File: src/rtl/op_scheduler.sv
// op_scheduler: sequences one request at a time onto a combinational ALU
// or a sequential multiplier/divider, with power-mode gating and timeouts.
module op_scheduler #(
  parameter int TIMEOUT = 40
) (
  input  logic        clk,
  input  logic        rst,
  input  logic        req_valid,
  output logic        req_ready,
  input  logic [15:0] req_op1,
  input  logic [15:0] req_op2,
  input  logic [2:0]  req_op,
  input  logic [1:0]  pmode,
  output logic        alu_en,
  output logic [2:0]  alu_op,
  input  logic [15:0] alu_result,
  input  logic [3:0]  alu_flags,
  output logic        mul_en,
  output logic        mul_start,
  input  logic        mul_done,
  input  logic [31:0] mul_product,
  output logic        div_en,
  output logic        div_start,
  input  logic        div_done,
  input  logic [15:0] div_quotient,
  output logic [15:0] unit_a,
  output logic [15:0] unit_b,
  output logic        rsp_valid,
  input  logic        rsp_ready,
  output logic [31:0] rsp_result,
  output logic [3:0]  rsp_flags,
  output logic [1:0]  rsp_err
);

  localparam int CW = $clog2(TIMEOUT + 1);

  typedef enum logic [2:0] {
    S_IDLE,
    S_ALU,
    S_MUL,
    S_DIV,
    S_RESP,
    S_SLEEP
  } state_t;

  state_t        r_state;
  logic [CW-1:0] r_cnt;
  logic [2:0]    r_op;
  logic [15:0]   r_a;
  logic [15:0]   r_b;
  logic [31:0]   r_res;
  logic [3:0]    r_flags;
  logic [1:0]    r_err;
  logic          r_alu_en;
  logic          r_mul_en;
  logic          r_mul_start;
  logic          r_div_en;
  logic          r_div_start;
  logic          r_rsp_valid;

  logic w_shut;
  logic w_lp;
  logic w_accept;
  logic w_tmo;
  logic w_ill;
  logic w_mul;
  logic w_div;
  logic w_md;
  logic w_mhi;

  assign w_shut   = (pmode == 2'd0);
  assign w_lp     = (pmode == 2'd1);
  assign w_accept = req_valid && req_ready;
  assign w_tmo    = (r_cnt == CW'(TIMEOUT - 1));
  assign w_ill    = (req_op == 3'd7);
  assign w_mul    = (req_op == 3'd0);
  assign w_div    = (req_op == 3'd1);
  assign w_md     = w_mul || w_div;
  assign w_mhi    = |mul_product[31:16];

  // Ready is gated by reset so every output reads 0 while reset is held.
  assign req_ready  = rst && (r_state == S_IDLE) && !w_shut;
  assign alu_en     = r_alu_en;
  assign alu_op     = r_op;
  assign mul_en     = r_mul_en;
  assign mul_start  = r_mul_start;
  assign div_en     = r_div_en;
  assign div_start  = r_div_start;
  assign unit_a     = r_a;
  assign unit_b     = r_b;
  assign rsp_valid  = r_rsp_valid;
  assign rsp_result = r_res;
  assign rsp_flags  = r_flags;
  assign rsp_err    = r_err;

  always_ff @(posedge clk or negedge rst) begin
    if (!rst) begin
      r_state     <= S_IDLE;
      r_cnt       <= '0;
      r_op        <= '0;
      r_a         <= '0;
      r_b         <= '0;
      r_res       <= '0;
      r_flags     <= '0;
      r_err       <= '0;
      r_alu_en    <= 1'b0;
      r_mul_en    <= 1'b0;
      r_mul_start <= 1'b0;
      r_div_en    <= 1'b0;
      r_div_start <= 1'b0;
      r_rsp_valid <= 1'b0;
    end else begin
      r_alu_en    <= 1'b0;
      r_mul_start <= 1'b0;
      r_div_start <= 1'b0;
      unique case (r_state)
        S_IDLE: begin
          if (w_shut) begin
            r_state <= S_SLEEP;
          end else if (w_accept) begin
            r_a     <= req_op1;
            r_b     <= req_op2;
            r_op    <= req_op;
            r_cnt   <= '0;
            r_res   <= '0;
            r_flags <= '0;
            r_err   <= 2'd0;
            unique case (1'b1)
              w_ill: begin
                r_err       <= 2'd3;
                r_state     <= S_RESP;
                r_rsp_valid <= 1'b1;
              end
              w_md && w_lp: begin
                r_err       <= 2'd1;
                r_state     <= S_RESP;
                r_rsp_valid <= 1'b1;
              end
              w_mul && !w_lp: begin
                r_state     <= S_MUL;
                r_mul_en    <= 1'b1;
                r_mul_start <= 1'b1;
              end
              w_div && !w_lp: begin
                r_state     <= S_DIV;
                r_div_en    <= 1'b1;
                r_div_start <= 1'b1;
              end
              default: begin
                r_state  <= S_ALU;
                r_alu_en <= 1'b1;
              end
            endcase
          end
        end
        S_ALU: begin
          r_res       <= {16'h0000, alu_result};
          r_flags     <= alu_flags;
          r_state     <= S_RESP;
          r_rsp_valid <= 1'b1;
        end
        S_MUL: begin
          r_cnt <= r_cnt + CW'(1);
          // A done in the final counted cycle still beats the timeout.
          if (mul_done) begin
            r_res       <= mul_product;
            r_flags     <= {w_mhi, w_mhi,
                            mul_product == 32'd0,
                            mul_product[31]};
            r_mul_en    <= 1'b0;
            r_state     <= S_RESP;
            r_rsp_valid <= 1'b1;
          end else if (w_tmo) begin
            r_err       <= 2'd2;
            r_mul_en    <= 1'b0;
            r_state     <= S_RESP;
            r_rsp_valid <= 1'b1;
          end
        end
        S_DIV: begin
          r_cnt <= r_cnt + CW'(1);
          if (div_done) begin
            r_res       <= {16'h0000, div_quotient};
            r_flags     <= {2'b00,
                            div_quotient == 16'd0,
                            div_quotient[15]};
            r_div_en    <= 1'b0;
            r_state     <= S_RESP;
            r_rsp_valid <= 1'b1;
          end else if (w_tmo) begin
            r_err       <= 2'd2;
            r_div_en    <= 1'b0;
            r_state     <= S_RESP;
            r_rsp_valid <= 1'b1;
          end
        end
        S_RESP: begin
          if (rsp_ready) begin
            r_rsp_valid <= 1'b0;
            r_state     <= w_shut ? S_SLEEP : S_IDLE;
          end
        end
        S_SLEEP: begin
          if (!w_shut) r_state <= S_IDLE;
        end
        default: r_state <= S_IDLE;
      endcase
    end
  end

endmodule
File: config.mk
export PLATFORM = sky130hd
export DESIGN_NAME = op_scheduler
export DESIGN_NICKNAME = d
export VERILOG_FILES = /design/src/rtl/op_scheduler.sv
export SDC_FILE = /design/constraint.sdc
export NUM_CORES = 1
export LEC_CHECK = 0
export CORE_ASPECT_RATIO = 0.6
export CORE_MARGIN = 5
export CORE_UTILIZATION = 30
export CTS_CLUSTER_SIZE = 10
export DETAILED_ROUTE_END_ITERATION = 7
export GPL_ROUTABILITY_DRIVEN = 0
export PLACE_DENSITY = 0.62
export SLEW_MARGIN = 20
export SYNTH_ARGS = -nofsm -noshare
export SYNTH_HDL_FRONTEND = slang
export SYNTH_SLANG_ARGS = --single-unit
File: constraint.sdc
create_clock -name clk -period 1.8 [get_ports clk]
set_clock_uncertainty 0.05 [all_clocks]
set_input_delay 0.18 -clock clk [delete_from_list [all_inputs] [get_ports clk]]
set_output_delay 0.18 -clock clk [all_outputs]
set_load 0.005 [all_outputs]
==> impl_metrics.ini, run 1 <==
[hold_path]
hold_path_class = in -> async

[pwr]
p_sw_mw = 2.80
netSwitchingFraction_pct = 30.5
internal-power_mw = 6.39
finalPower_mw = 9.19
seq_power_share_pct = 33.9
power_density_nw_per_um2 = 1350
ir_drop_v = 0.000505
power_frac_comb_pct = 43.9
p_leak_nw = 2.82
pwr-share-clk_pct = 22.2

[route]
avgRoutedWirePerCell_um = 17.1
wl_um = 13700
first_iter_violations = 109
ant_nets = 0
drc = 0
drtPass1Iterations = 5
routed-via-count = 3880
viasPerCell = 4.86

[clocking]
worstSkewPairLatency_ns = 0.33
cts-root-buf = clkbuf_16
cts_buffers = 9
clock_sinks = 88
clk_pin_slew_ns = 0.06
cts.htree.levels = 3
tritoncts = built
clock_path_buffers = 2

[placement]
port_buffers = 190
place_inst = 776
placed_area_sq_um = 6360
hpwl_um = 10500

[logic_synthesis]
synth_edf_count = 0
syn_inst = 401
netlist_area_sq_um = 4090
synth_area_leaders = dfrtp_1 54%, mux2_2 9.9%, nand2_1 6.4%
yosysUniqueCellTypes = 41
ys_seq_area_share_pct = 53.8
synth-async-reset-ratio_pct = 100
syn-num-nets = 513
synth_seq_cells = 88
synth_flop_cell = dfrtp_1
yosysTopAreaCellShare_pct = 53.8
yosysWarnings = 0
yosysTopAreaCell = dfrtp_1
post_synth.cell_area_avg_sq_um = 10.2

[setup_path]
reg2reg_slack_ns = 0.05
critPathKind = reg -> reg
critical_path.max_fanout = 27
critical_path.startpoint_type = flop
worst_ep_required_time_ns = 1.97
end_kind = flop
arrival_ns = 1.91

[floorplan]
row_count = 33
dieHeight_um = 100
core_area_sq_um = 13500
start_util_pct = 30.3
die_x_um = 161
ios = 191
die_area_sq_um = 16200

[global_routing]
grt_pass1_wl_um = 20800
grt_pass1_vias = 3898
grt_max_degree = 53
grt_usage_pct = 16.1
overflow = 0
antenna_found_initial = 0

[sta]
clock.fmax_mhz = 572
hold_violations = 0
setup_viol = 0
tightest_slew_ns = 0.620
rsz0062_at_grt = yes
fin_crit_sh_pct = 97.1
slew_headroom_pct = 58.6
period_needed_ns = 1.75
report.final.slew_viol_count = 0

[finish]
antennaDiodeCount = 0
final_area_sq_um = 6830
areaGrowthSynthToFinish_pct = 66.8
layout_common_cells = 188 x clkdlybuf4s50_1, 87 x dfrtp_1, 70 x nand2_1
post_route_cells_drive_above_1_share_pct = 16.7
final_common_cell = clkdlybuf4s50_1
fin_nets = 731
finalNonFillerCells = 799
fillers = 1237

[job]
maxCapViolCount = 0

[run_status]
status = complete, no violations
## worst max-delay path: stages (launching register included)
cell and delay (ns):
dfrtp_2 0.43, or3_4 0.35, nor3_4 0.21, buf_12 0.22, mux2_2 0.35
## logic make-up (layout without fill, tap and decap cells)
group | count (synthesis) | after routing | share of synthesized area (%)
flip-flops | 88 | 88 | 53.8
AO/OA/AOI/OAI | 87 | 87 | 11.8
adder cells (fa/ha/maj) | 1 | 1 | 0.306
AND/OR/NAND/NOR | 141 | 141 | 15.8
XOR/XNOR | 3 | 3 | 0.642
buffers and inverters | 29 | 252 | 3.79
multiplexers | 52 | 52 | 13.8
## cells in the mapped netlist (2+ instances only)
library cell / number
dfrtp_1: 88
nand2_1: 70
o21ai_0: 47
mux2_2: 36
nor2_1: 26
a21oi_1: 25
mux2i_1: 16
nor4_1: 13
clkbuf_1: 12
nor3_1: 7
inv_1: 6
nand3_1: 6
buf_6: 5
nor2b_1: 5
and3_1: 4
buf_2: 4
nand4_1: 3
xor2_1: 3
a22oi_1: 2
a32oi_1: 2
## flip-flops by register name, summed over array words and instances, names as in the netlist
name / flops
mul_en: 1
r_state: 3
rsp_valid: 1
rsp_result: 32
mul_start: 1
alu_en: 1
alu_op: 3
unit_a: 16
div_start: 1
r_cnt: 6
rsp_err: 2
unit_b: 16
div_en: 1
rsp_flags: 4
## final timing paths
kind / startpoint / endpoint / cells past startpoint
min reg2reg: rsp_result[13] / rsp_result[13] / 2
min in group clk: mul_product[23] / rsp_result[23] / 3
min: rst / alu_en / 3
max reg2reg: r_state[0] / unit_b[11] / 4
max: r_state[0] / unit_b[11] / 4
max in group asynchronous: rst / rsp_result[25] / 4
## layer usage
| layer | vias to the layer above | wire length [um] | track usage [%] |
|---|---|---|---|
| met5 | - | 0 | 0 |
| met4 | 0 | 103 | 3.15 |
| met3 | 8 | 957 | 4.70 |
| met2 | 150 | 6230 | 26.0 |
| met1 | 1867 | 6380 | 21.9 |
| li1 | 1855 | - | - |
## stage by stage
step	TNS (ns)	utilization [%]	hold slack [ns]	worst slack, ns
detailed placement	-6.38	47.1	0.126	-0.200
CTS	0	49.7	0.304	0.00890
floorplan	-2.32	-	-0.166	-0.0762
global route	-0.305	50.6	0.336	-0.0183
finish	0	50.6	0.322	0.0530
global placement	-3.85	47.1	0.126	-0.117
## what timing repair did
action	CTS	global route
cloned	0	3
endpoints found under the setup margin	1	48
gates resized for setup	2	10
hold endpoints to repair	39	0
hold buffers	1	0
setup buffers	0	3
## power groups by stage
stage                     Clock, mW  Sequential [mW]  Combinational (mW)
after CTS                      2.10             3.13                3.80
after global routing           2.19             3.22                4.35
after detailed placement          0             3.15                3.79
after global placement            0             3.11                3.73
after floorplan                   0             3.16                1.47
final                          2.04             3.12                4.04
## cell type report
cell class	instances	area (sq um)	area share, %
clock inverters	7	103	1.50
well taps	175	219	3.21
multi-input cells	284	1760	25.8
clock buffers	9	225	3.30
inverters	7	26.3	0.385
flip-flops and latches	88	2200	32.3
repair buffers	229	2290	33.5
Note: power is estimated with default switching activity, not from simulation.
==> run 2, diff against run 1 <==
Settings changed: CORE_UTILIZATION 30 to 37, PLACE_DENSITY 0.62 to 0.74.
==> impl_metrics.ini, run 2 (synthesis gave the netlist of run 1 again) <==
[run_status]
status = complete, no violations

[sta]
rsz0062_at_grt = yes
fin_crit_sh_pct = 98.4
report.final.slew_viol_count = 0
clock.fmax_mhz = 565
hold_violations = 0
hold_slack_ns = 0.165
setup_viol = 0
period_needed_ns = 1.77
layout_setup_ws_ns = 0.0293
slew_headroom_pct = 52.3
tightest_slew_ns = 0.716
finalSetupTns_ns = 0

[clocking]
clock_sinks = 88
cts.htree.levels = 3
clock_path_buffers = 2
cts_buffers = 9
worstSkewPairLatency_ns = 0.33
clk_pin_slew_ns = 0.07
tritoncts = built
cts-root-buf = clkbuf_16

[finish]
final_common_cell = clkdlybuf4s50_1
largest_reg_flops = 32
fin_nets = 726
areaGrowthSynthToFinish_pct = 65.1
finalNonFillerCells = 758
layout_common_cells = 188 x clkdlybuf4s50_1, 88 x dfrtp_1, 70 x nand2_1
final_area_sq_um = 6760
final_util_pct = 63.1
antennaDiodeCount = 0
post_route_cells_drive_above_1_share_pct = 15.7

[setup_path]
reg2reg_slack_ns = 0.03
critical_path.max_fanout = 19
critical_path.startpoint_type = flop
worst_ep_required_time_ns = 1.97
arrival_ns = 1.94
end_kind = flop
rr_worst_depth = 4
r2r-end = unit_b[7]
critPathKind = reg -> reg
worstReg2RegStart = r_state[1]

[route]
wl_um = 13000
viasPerCell = 5.04
drtPass1Iterations = 5
first_iter_violations = 166
avgRoutedWirePerCell_um = 17.1
drc = 0
ant_nets = 0
routed-via-count = 3819

[pwr]
finalPower_mw = 9.10
ir_drop_v = 0.000769
power_density_nw_per_um2 = 1350
p_leak_nw = 2.79

[global_routing]
grt_use_met1_pct = 25.1
overflow = 0
grt_max_degree = 57
grt_pass1_vias = 3903
grt_util_met2_pct = 31.3
grt_pass1_wl_um = 20600
grt_use_met3_pct = 5.72
antenna_found_initial = 0
grt_usage_pct = 19.0
busiest_layer = met2

[placement]
hpwl_um = 9950
port_buffers = 190
placed_area_sq_um = 6310
dpl_worst_slack_ns = -0.156
place_inst = 739

[floorplan]
die_x_um = 146
core_area_sq_um = 10700
dieHeight_um = 91.5
die_area_sq_um = 13300
ios = 191
start_util_pct = 38.2
row_count = 29

[job]
maxCapViolCount = 0

[hold_path]
hold_path_class = in -> async
[run 2: how the worst max path moves through the flow]
stage	from	endpoint	slack, ns	cells after the start
floorplan	r_state[0]	alu_op[0]	-0.08	5
global placement	pmode[0]	r_state[0]	-0.10	7
detailed placement	pmode[0]	rsp_result[17]	-0.16	6
CTS	rst	r_cnt[0]	0.02	9
global route	r_state[1]	unit_b[7]	-0.04	4
finish	r_state[1]	unit_b[7]	0.03	4
[run 2: worst max-delay path, cell delays in order, from the launching register on]
cell and delay (ns):
dfrtp_1 0.38, or3_4 0.41, nor3_4 0.22, clkbuf_16 0.25
mux2_2 0.34
[run 2: layer usage]
metal  up-vias  wire (um)
met5         -          0
met4         0        106
met3        11        979
met2       164       6070
met1      1802       5800
li1       1842          -
[run 2: cell type report]
cell class	count	area, sq um
Sequential cell	88	2200
Tap cell	139	174
Fill cell	843	3950
Multi-Input combinational cell	284	1780
Clock inverter	6	97.6
Timing Repair Buffer	224	2240
Inverter	7	26.3
Clock buffer	10	239
[run 2: power by group]
part,internal (mW),switching (mW),total [mW]
combinational,2.36,1.53,3.90
clock,1.28,0.790,2.07
sequential,2.71,0.427,3.13
[run 2: timing repair]
item / 4_1_cts / 5_1_grt
endpoints found under the hold margin: 32 / 0
hold buffers: 1 / 0
gates resized for setup: 3 / 13
endpoints found under the setup margin: 2 / 75
pin swaps: 2 / 2
gates cloned: 0 / 2
setup buffers: 0 / 0
==> run 3, diff against run 2 <==
Clock period 1.8 ns to 1.61 ns, I/O delays scaled along.
==> impl_metrics.ini, run 3 (synthesis gave the netlist of run 1 again) <==
[setup_path]
critPathKind = reg -> reg
critical_path.max_fanout = 14
r2r-end = unit_b[7]
critical_path.startpoint_type = flop
rr_worst_depth = 5
worst_ep_required_time_ns = 1.77
worstReg2RegStart = r_state[1]
arrival_ns = 1.97
reg2reg_slack_ns = -0.20
end_kind = flop

[placement]
hpwl_um = 9920
dpl_worst_slack_ns = -0.356
port_buffers = 190

[finish]
post_route_cells_drive_above_1_share_pct = 30.8
multi_input_area_sq_um = 2160
seqCellArea_sq_um = 2200
fillers = 740
largest_reg_flops = 32
antennaDiodeCount = 0
fin_nets = 763
areaGrowthSynthToFinish_pct = 84.6
final_common_cell = clkdlybuf4s50_1
final_util_pct = 70.6
layout_common_cells = 188 x clkdlybuf4s50_1, 88 x dfrtp_1, 42 x nand2_1

[hold_path]
hp-start = rst
holdPathEnd = alu_en
holdPathStages = 3
hold_path_class = in -> reg

[pwr]
ir_drop_v = 0.000658
p_leak_nw = 3.19
finalPower_mw = 11.5
power_density_nw_per_um2 = 1530

[global_routing]
grt_usage_pct = 21.0
overflow = 0
antenna_found_initial = 0
grt_max_degree = 83
grt_pass1_vias = 4238
grt_pass1_wl_um = 22400

[floorplan]
row_count = 29
die_area_sq_um = 13300
ios = 191
die_x_um = 146
core_area_sq_um = 10700
start_util_pct = 38.2
dieHeight_um = 91.5

[route]
first_iter_violations = 223
avgRoutedWirePerCell_um = 18.9
viasPerCell = 5.23
routed-via-count = 4153
ant_nets = 0
drc = 0
wl_um = 15000
drtPass1Iterations = 4

[clocking]
clock_path_buffers = 2
tritoncts = built
clk_pin_slew_ns = 0.06
cts-root-buf = clkbuf_16
worstSkewPairLatency_ns = 0.33
cts_buffers = 9
clock_sinks = 88
cts.htree.levels = 3

[sta]
tightest_slew_ns = 0.453
setup_viol = 82
clock.fmax_mhz = 553
fin_crit_sh_pct = 112
rsz0062_at_grt = yes
slew_headroom_pct = 69.5
report.final.slew_viol_count = 0
hold_violations = 0
period_needed_ns = 1.81
layout_setup_ws_ns = -0.198
hold_slack_ns = 0.149

[job]
maxCapViolCount = 0

[run_status]
failed_checks = negative setup slack
status = finished, violations left
run 3: changes by cell type in the layout (fill, tap and decap cells not counted), sizes merged:
cell / before / now
buf: 32 / 68
clkinvlp: 0 / 2
bufinv: 2 / 1
dlygate4sd2: 1 / 0
dlygate4sd3: 1 / 2
inv: 10 / 9
run 3: area by class of cell:
type	count	share of cell area [%]
timing repair buffer	261	35.8
clock buffer	9	2.98
tap	139	2.30
clock inverter	6	0.894
sequential	88	29.1
inverter	7	0.348
multi-input combinational	284	28.6
run 3: worst max-delay path by stage:
stage,start,slack [ns],end,cells after the start
finish,r_state[1],-0.20,unit_b[7],5
global route,r_state[1],-0.25,unit_b[7],5
CTS,r_state[1],-0.17,unit_a[14],5
detailed placement,pmode[1],-0.36,rsp_result[0],7
global placement,pmode[1],-0.27,rsp_result[29],7
floorplan,r_state[0],-0.27,alu_op[0],5
run 3: what timing repair did:
item,in CTS,in global routing
gates cloned,7,2
endpoints found under the setup margin,86,86
endpoints found under the hold margin,88,83
pin swaps,17,27
resized for setup,71,108
buffers inserted,7,11
hold buffers,1,1
run 3: routing by layer:
| layer | vias up | routed length, um | GRT usage [%] |
|---|---|---|---|
| met2 | 204 | 6980 | 34.1 |
| li1 | 1925 | - | - |
| met3 | 32 | 1170 | 6.27 |
| met5 | - | 0 | 0 |
| met1 | 1992 | 6490 | 27.2 |
| met4 | 0 | 346 | 6.64 |
run 3: critical path, cell delays in order (launching register included):
cell	delay, ns
dfrtp_1	0.40
or3_4	0.41
nor3_4	0.16
buf_6	0.15
buf_12	0.16
mux2_2	0.35
run 3: where the power goes:
| part | internal, mW | leakage, nW | total (mW) | switching, mW |
|---|---|---|---|---|
| registers | 3.03 | 1.14 | 3.59 | 0.569 |
| clock network | 1.20 | 0.138 | 2.06 | 0.863 |
| logic | 3.58 | 1.92 | 5.88 | 2.30 |
| total | 7.81 | 3.19 | 11.5 | 3.73 |
run 3: through the flow:
stage	std cells	instance area [sq um]	setup TNS, ns
global placement	752	6420	-16.68
finish	794	7560	-10.43
detailed placement	752	6420	-21.27
CTS	782	7140	-9.74
global route	794	7560	-15.87
floorplan	401	4100	-9.08
